[src/rtl/display_frame_ctrl_if.sv]
// Byte-stream input and display-side outputs of the frame controller.
// The master side (receiver/bench) drives the stream; the slave side is the controller.
interface display_frame_ctrl_if;
  logic [7:0] rx_data;
  logic       rx_valid;
  logic       clear;
  logic [7:0] out1;
  logic [7:0] out2;
  logic [7:0] out3;
  logic       busy;
  logic       frame_done;
  logic       frame_err;

  modport master (
    output rx_data, rx_valid, clear,
    input  out1, out2, out3, busy, frame_done, frame_err
  );

  modport slave (
    input  rx_data, rx_valid, clear,
    output out1, out2, out3, busy, frame_done, frame_err
  );
endinterface

[src/rtl/display_frame_ctrl.sv]
// Sync-byte framed receiver: gathers three payload bytes in shadows and commits
// them to the decoder inputs on a single edge; stalled partial frames time out.
module display_frame_ctrl #(
  parameter logic [7:0]  SYNC_BYTE = 8'hAA,
  parameter int unsigned TIMEOUT   = 5_000_000,
  parameter int unsigned TO_W      = 23
) (
  input  logic                clk,
  input  logic                rst_n,
  display_frame_ctrl_if.slave bus
);

  localparam logic [TO_W-1:0] TO_LAST = TO_W'(TIMEOUT - 1);

  typedef enum logic [1:0] {IDLE, GET1, GET2, GET3} state_t;

  state_t          r_state, w_state_nxt;
  logic [TO_W-1:0] r_cnt, w_cnt_nxt, w_cnt_inc;
  logic [7:0]      r_sh1, r_sh2, w_sh1_nxt, w_sh2_nxt;
  logic [7:0]      r_out1, r_out2, r_out3, w_out1_nxt, w_out2_nxt, w_out3_nxt;
  logic            r_busy, r_done, r_err, w_done_nxt, w_err_nxt;
  logic            w_expire;

  // State, shadows, counter and all outputs share one register stage
  always_ff @(posedge clk or negedge rst_n) begin
    if (!rst_n) begin
      r_state <= IDLE;
      r_cnt   <= '0;
      r_sh1   <= '0;
      r_sh2   <= '0;
      r_out1  <= '0;
      r_out2  <= '0;
      r_out3  <= '0;
      r_busy  <= 1'b0;
      r_done  <= 1'b0;
      r_err   <= 1'b0;
    end else begin
      r_state <= w_state_nxt;
      r_cnt   <= w_cnt_nxt;
      r_sh1   <= w_sh1_nxt;
      r_sh2   <= w_sh2_nxt;
      r_out1  <= w_out1_nxt;
      r_out2  <= w_out2_nxt;
      r_out3  <= w_out3_nxt;
      r_busy  <= (w_state_nxt != IDLE);
      r_done  <= w_done_nxt;
      r_err   <= w_err_nxt;
    end
  end

  // Saturating idle count; expiry is the idle cycle that brings it to TIMEOUT-1
  assign w_cnt_inc = (r_cnt == TO_LAST) ? r_cnt : r_cnt + TO_W'(1);
  assign w_expire  = (w_cnt_inc == TO_LAST);

  always_comb begin
    w_state_nxt = r_state;
    w_cnt_nxt   = r_cnt;
    w_sh1_nxt   = r_sh1;
    w_sh2_nxt   = r_sh2;
    w_out1_nxt  = r_out1;
    w_out2_nxt  = r_out2;
    w_out3_nxt  = r_out3;
    w_done_nxt  = 1'b0;
    w_err_nxt   = 1'b0;

    if (bus.clear) begin
      w_state_nxt = IDLE;
      w_cnt_nxt   = '0;
      w_sh1_nxt   = '0;
      w_sh2_nxt   = '0;
      w_out1_nxt  = '0;
      w_out2_nxt  = '0;
      w_out3_nxt  = '0;
    end else begin
      unique case (r_state)
        IDLE: begin
          if (bus.rx_valid && (bus.rx_data == SYNC_BYTE)) begin
            w_state_nxt = GET1;
            w_cnt_nxt   = '0;
          end
        end
        GET1, GET2: begin
          if (bus.rx_valid) begin
            w_cnt_nxt = '0;
            if (r_state == GET1) begin
              w_sh1_nxt   = bus.rx_data;
              w_state_nxt = GET2;
            end else begin
              w_sh2_nxt   = bus.rx_data;
              w_state_nxt = GET3;
            end
          end else if (w_expire) begin
            w_state_nxt = IDLE;
            w_cnt_nxt   = '0;
            w_sh1_nxt   = '0;
            w_sh2_nxt   = '0;
            w_err_nxt   = 1'b1;
          end else begin
            w_cnt_nxt = w_cnt_inc;
          end
        end
        GET3: begin
          if (bus.rx_valid) begin
            w_out1_nxt  = r_sh1;
            w_out2_nxt  = r_sh2;
            w_out3_nxt  = bus.rx_data;
            w_done_nxt  = 1'b1;
            w_state_nxt = IDLE;
            w_cnt_nxt   = '0;
          end else if (w_expire) begin
            w_state_nxt = IDLE;
            w_cnt_nxt   = '0;
            w_sh1_nxt   = '0;
            w_sh2_nxt   = '0;
            w_err_nxt   = 1'b1;
          end else begin
            w_cnt_nxt = w_cnt_inc;
          end
        end
        default: w_state_nxt = IDLE;
      endcase
    end
  end

  assign bus.out1       = r_out1;
  assign bus.out2       = r_out2;
  assign bus.out3       = r_out3;
  assign bus.busy       = r_busy;
  assign bus.frame_done = r_done;
  assign bus.frame_err  = r_err;

endmodule

[src/flat_wrapper.sv]
// flat-port wrapper written by rule: the top's interface ports become plain ports
module display_frame_ctrl_flat 
#(
  parameter logic [7:0]  SYNC_BYTE = 8'hAA,
  parameter int unsigned TIMEOUT   = 5_000_000,
  parameter int unsigned TO_W      = 23
)
  (clk, rst_n, bus_rx_data, bus_rx_valid, bus_clear, bus_out1, bus_out2, bus_out3, bus_busy, bus_frame_done, bus_frame_err);
  display_frame_ctrl_if bus_i ();
  input  logic clk;
  input  logic rst_n;
  input wire logic [$bits(bus_i.rx_data)-1:0] bus_rx_data;
  input wire logic [$bits(bus_i.rx_valid)-1:0] bus_rx_valid;
  input wire logic [$bits(bus_i.clear)-1:0] bus_clear;
  output wire logic [$bits(bus_i.out1)-1:0] bus_out1;
  output wire logic [$bits(bus_i.out2)-1:0] bus_out2;
  output wire logic [$bits(bus_i.out3)-1:0] bus_out3;
  output wire logic [$bits(bus_i.busy)-1:0] bus_busy;
  output wire logic [$bits(bus_i.frame_done)-1:0] bus_frame_done;
  output wire logic [$bits(bus_i.frame_err)-1:0] bus_frame_err;
  assign bus_i.rx_data = bus_rx_data;
  assign bus_i.rx_valid = bus_rx_valid;
  assign bus_i.clear = bus_clear;
  assign bus_out1 = bus_i.out1;
  assign bus_out2 = bus_i.out2;
  assign bus_out3 = bus_i.out3;
  assign bus_busy = bus_i.busy;
  assign bus_frame_done = bus_i.frame_done;
  assign bus_frame_err = bus_i.frame_err;
  display_frame_ctrl #(.SYNC_BYTE(SYNC_BYTE), .TIMEOUT(TIMEOUT), .TO_W(TO_W)) u_core (.clk(clk), .rst_n(rst_n), .bus(bus_i));
endmodule
[config.mk]
export PLATFORM = sky130hd
export DESIGN_NAME = display_frame_ctrl_flat
export DESIGN_NICKNAME = d
export VERILOG_FILES = /design/src/rtl/display_frame_ctrl_if.sv /design/src/rtl/display_frame_ctrl.sv /design/src/flat_wrapper.sv
export SDC_FILE = /design/constraint.sdc
export NUM_CORES = 1
export LEC_CHECK = 0
export CAP_MARGIN = 20
export CORE_MARGIN = 2
export CORE_UTILIZATION = 35
export CTS_CLUSTER_SIZE = 12
export DETAILED_ROUTE_END_ITERATION = 10
export PLACE_DENSITY_LB_ADDON = 0.25
export RECOVER_POWER = 50
export SLEW_MARGIN = 40
export SYNTH_ARGS = -nofsm -noshare
export SYNTH_HDL_FRONTEND = slang
export SYNTH_SLANG_ARGS = --single-unit
[constraint.sdc]
create_clock -name clk -period 2.95 [get_ports clk]
set_input_delay 0.59 -clock clk [delete_from_list [all_inputs] [get_ports clk]]
set_output_delay 0.59 -clock clk [all_outputs]
set_load 0.05 [all_outputs]
==> flow_summary.toml <==
[run]
maxCapViolCount = 1

[synthesis]
synth_top_area_share = 0.479
synthArstFlopShare = 1.00
synth_seq_area_share = 0.479
synth.avg_cell_area_um2 = 10.1
syn-cell-area_um2 = 3550
synth_cell_types = 54
syn_nets = 372
synth.top_cells.by_area = "dfrtp_1, a22o_1, nand2_1"
yosys.area.top_type = "dfrtp_1"
yosysWarnings = 0
synth-edff-count = 0
synthCells = 353
synth_flop_cell = "dfrtp_1"
ys_seq_elements = 68

[setup_path]
end_kind = "flop"
r2r_slack_ns = 0.1
start_kind = "flop"
r2r-end = "u_core.r_cnt[0]"
crit_fanout = 6
critical_path_required_ns = 3.18
worstSetupPathType = "flop to flop"
worstRegToRegCells = 10
cp.arrival_ns = 3.08
r2r-start = "u_core.r_cnt[0]"

[floorplan]
rows = 36
fp.dieW_um = 105
start_util = 0.361
die_y_um = 105
core_region_area_um2 = 9820
io_pins = 39
dieArea_um2 = 11000

[sta]
setup_ws_ns = 0.0969
rsz0062_at_grt = "yes"
period_minus_slack_ns = 2.85
hold_viol = 0
slew_headroom = -0.0424
fin_skew_ns = 0.00912
maxSlewViolCount = 28
finalCritPeriodShare = 0.967
tightest_slew_ns = 1.56
setup_tns_ns = 0
setup_viol = 0
fmax_mhz = 350

[route]
viasPerCell = 5.52
route.detailed.drc = 0
wire_per_inst_um = 17.1
num_vias = 3226
drt.antenna.violating_nets = 0
drt_iter0_markers = 220
drt_pre_antenna_iters = 5
wl_um = 9980

[place]
gp_congestion = 0.851
dpl-instance-area_um2 = 4480
hpwl_um = 6810
pre_cts_ws_ns = -0.171
place.port_buffers = 38

[global_routing]
antenna_found_initial = 0
grt_pass1_vias = 3215
grt_pass1_wl_um = 16700
grt_max_degree = 28
grt_use_total = 0.189
grt-ovfl-total = 0

[layout]
n_antenna_cell = 0
syn_to_final_growth_pct = 38.7
final.fill_count = 949
mostFrequentLayoutCells = "buf_4, dfrtp_1, a22o_1, clkdlybuf4s50_1, nand2_1"
mostFrequentLayoutCell = "buf_4"
final-seq-area_um2 = 1710
multi_input_area_um2 = 1860
final_area_um2 = 4920
drive_gt1_frac = 0.268
final_nets = 465
fin_util = 0.501

[power]
powerDensity_nw_per_um2 = 412
finalPower_mw = 2.03
p_leak_nw = 2.16
ir_worst_vdd_uv = 242

[clock_tree]
insertion_delay_ns = 0.35
htree_levels = 3
cts_hold_buffers = 0
clockBufferDepth = 2
path_clk_slew_ns = 0.07
cts_tree = "built"
clock-sinks = 68
cts-root-buf = "clkbuf_8"
cts_inserted_buffers = 9

[hold_path]
hold_path_startpoint = "u_core.bus.out1[5]"
hold_depth = 1
hold_path_end = "u_core.bus.out1[5]"
hp-class = "flop to flop"

[status]
status = "finished with violations"
violations = "max-capacitance violations, max-slew violations"
## power breakdown
| part | leakage (nW) | total [mW] | internal (mW) | switching, mW |
|---|---|---|---|---|
| sequential | 0.940 | 0.950 | 0.942 | 0.00797 |
| clock | 0.117 | 0.935 | 0.563 | 0.372 |
| combinational | 1.10 | 0.142 | 0.0506 | 0.0919 |
## worst max-delay path, cell delays in order, from the launching register on
cell and delay [ns]:
dfrtp_2 0.39, ha_4 0.16, nand4_4 0.12, buf_4 0.16, buf_4 0.14, or3_1 0.42
o22ai_2 0.17, o21ai_2 0.12, or4b_4 0.60, and3_4 0.20, mux2_2 0.25
## worst max-delay path by stage
stage	from	to	slack, ns	depth (start not counted)
floorplan	u_core.r_cnt[12]	u_core.bus.busy	0.003	10
detailed placement	u_core.r_cnt[0]	u_core.bus.busy	-0.17	9
global route	u_core.r_cnt[0]	u_core.r_sh2[5]	-0.02	11
CTS	u_core.r_cnt[1]	u_core.bus.busy	0.002	10
finish	u_core.r_cnt[0]	u_core.r_cnt[0]	0.1	10
global placement	u_core.r_cnt[7]	u_core.bus.busy	-0.16	8
## synth_stat cells (2+ instances only)
master and n:
a31oi_1 4, a21o_1 4, and4_1 4, nand3b_1 2, clkbuf_1 18, or2_2 3, inv_1 8, nand3_1 18
nor4bb_1 2, and4b_1 2, and3_1 6, o31ai_1 8, or4_1 5, o21ai_0 12, nor4b_1 2, nor4_1 2
o22ai_1 3, nand4b_1 3, nor3_1 10, xor2_1 3, or3_1 6, nor2_1 14, a22o_1 41, buf_2 6
a21oi_1 9, dfrtp_1 68, ha_1 7, a41o_1 2, a22oi_1 4, a211oi_1 3, nand2_1 31, and2_1 2
nand4_1 14, nor2b_1 3, xnor2_1 4, nor3b_1 2
## stage by stage
stage | hold slack, ns | cells
after floorplan | 0.294 | 353
after global placement | 0.485 | 556
after detailed placement | 0.483 | 556
after CTS | 0.277 | 581
after global routing | 0.527 | 584
final | 0.497 | 584
## kinds of logic (layout without fill, tap and decap cells)
| group | after synthesis | count (layout) | synth area share |
|---|---|---|---|
| DFF | 68 | 68 | 0.479 |
| buffers and inverters | 35 | 133 | 0.0405 |
| and+or+nand+nor | 137 | 137 | 0.226 |
| adders and majority gates | 7 | 7 | 0.0247 |
| AOI/OAI and AO/OA | 97 | 97 | 0.206 |
| xor gates and xnor gates | 7 | 7 | 0.0173 |
| muxes | 2 | 2 | 0.00599 |
## state kept, by name, indices dropped and copies added (netlist names)
name	cells
u_core.r_sh2	8
u_core.bus.out2	8
u_core.bus.busy	1
u_core.bus.frame_done	1
u_core.bus.out3	8
u_core.r_state	2
u_core.bus.frame_err	1
u_core.r_cnt	23
u_core.r_sh1	8
u_core.bus.out1	8
## layer usage
layer,vias to the layer above,global-route usage,part of all wire
li1,1538,-,-
met1,1575,0.282,0.50
met2,100,0.281,0.44
met3,13,0.0368,0.045
met4,0,0.0495,0.014
met5,-,0,0
## final cells by class
class / instances / area share
Inverter: 8 / 0.00610
Sequential cell: 68 / 0.347
Clock inverter: 6 / 0.0226
Timing Repair Buffer: 109 / 0.186
Clock buffer: 10 / 0.0259
Tap cell: 133 / 0.0338
Multi-Input combinational cell: 250 / 0.378
## what timing repair did
action | CTS | global route
gates resized for setup | 7 | 25
endpoints found under the setup margin | 19 | 35
buffers inserted | 9 | 4
pin swaps | 9 | 8
Power figures use the tool's default switching activity.
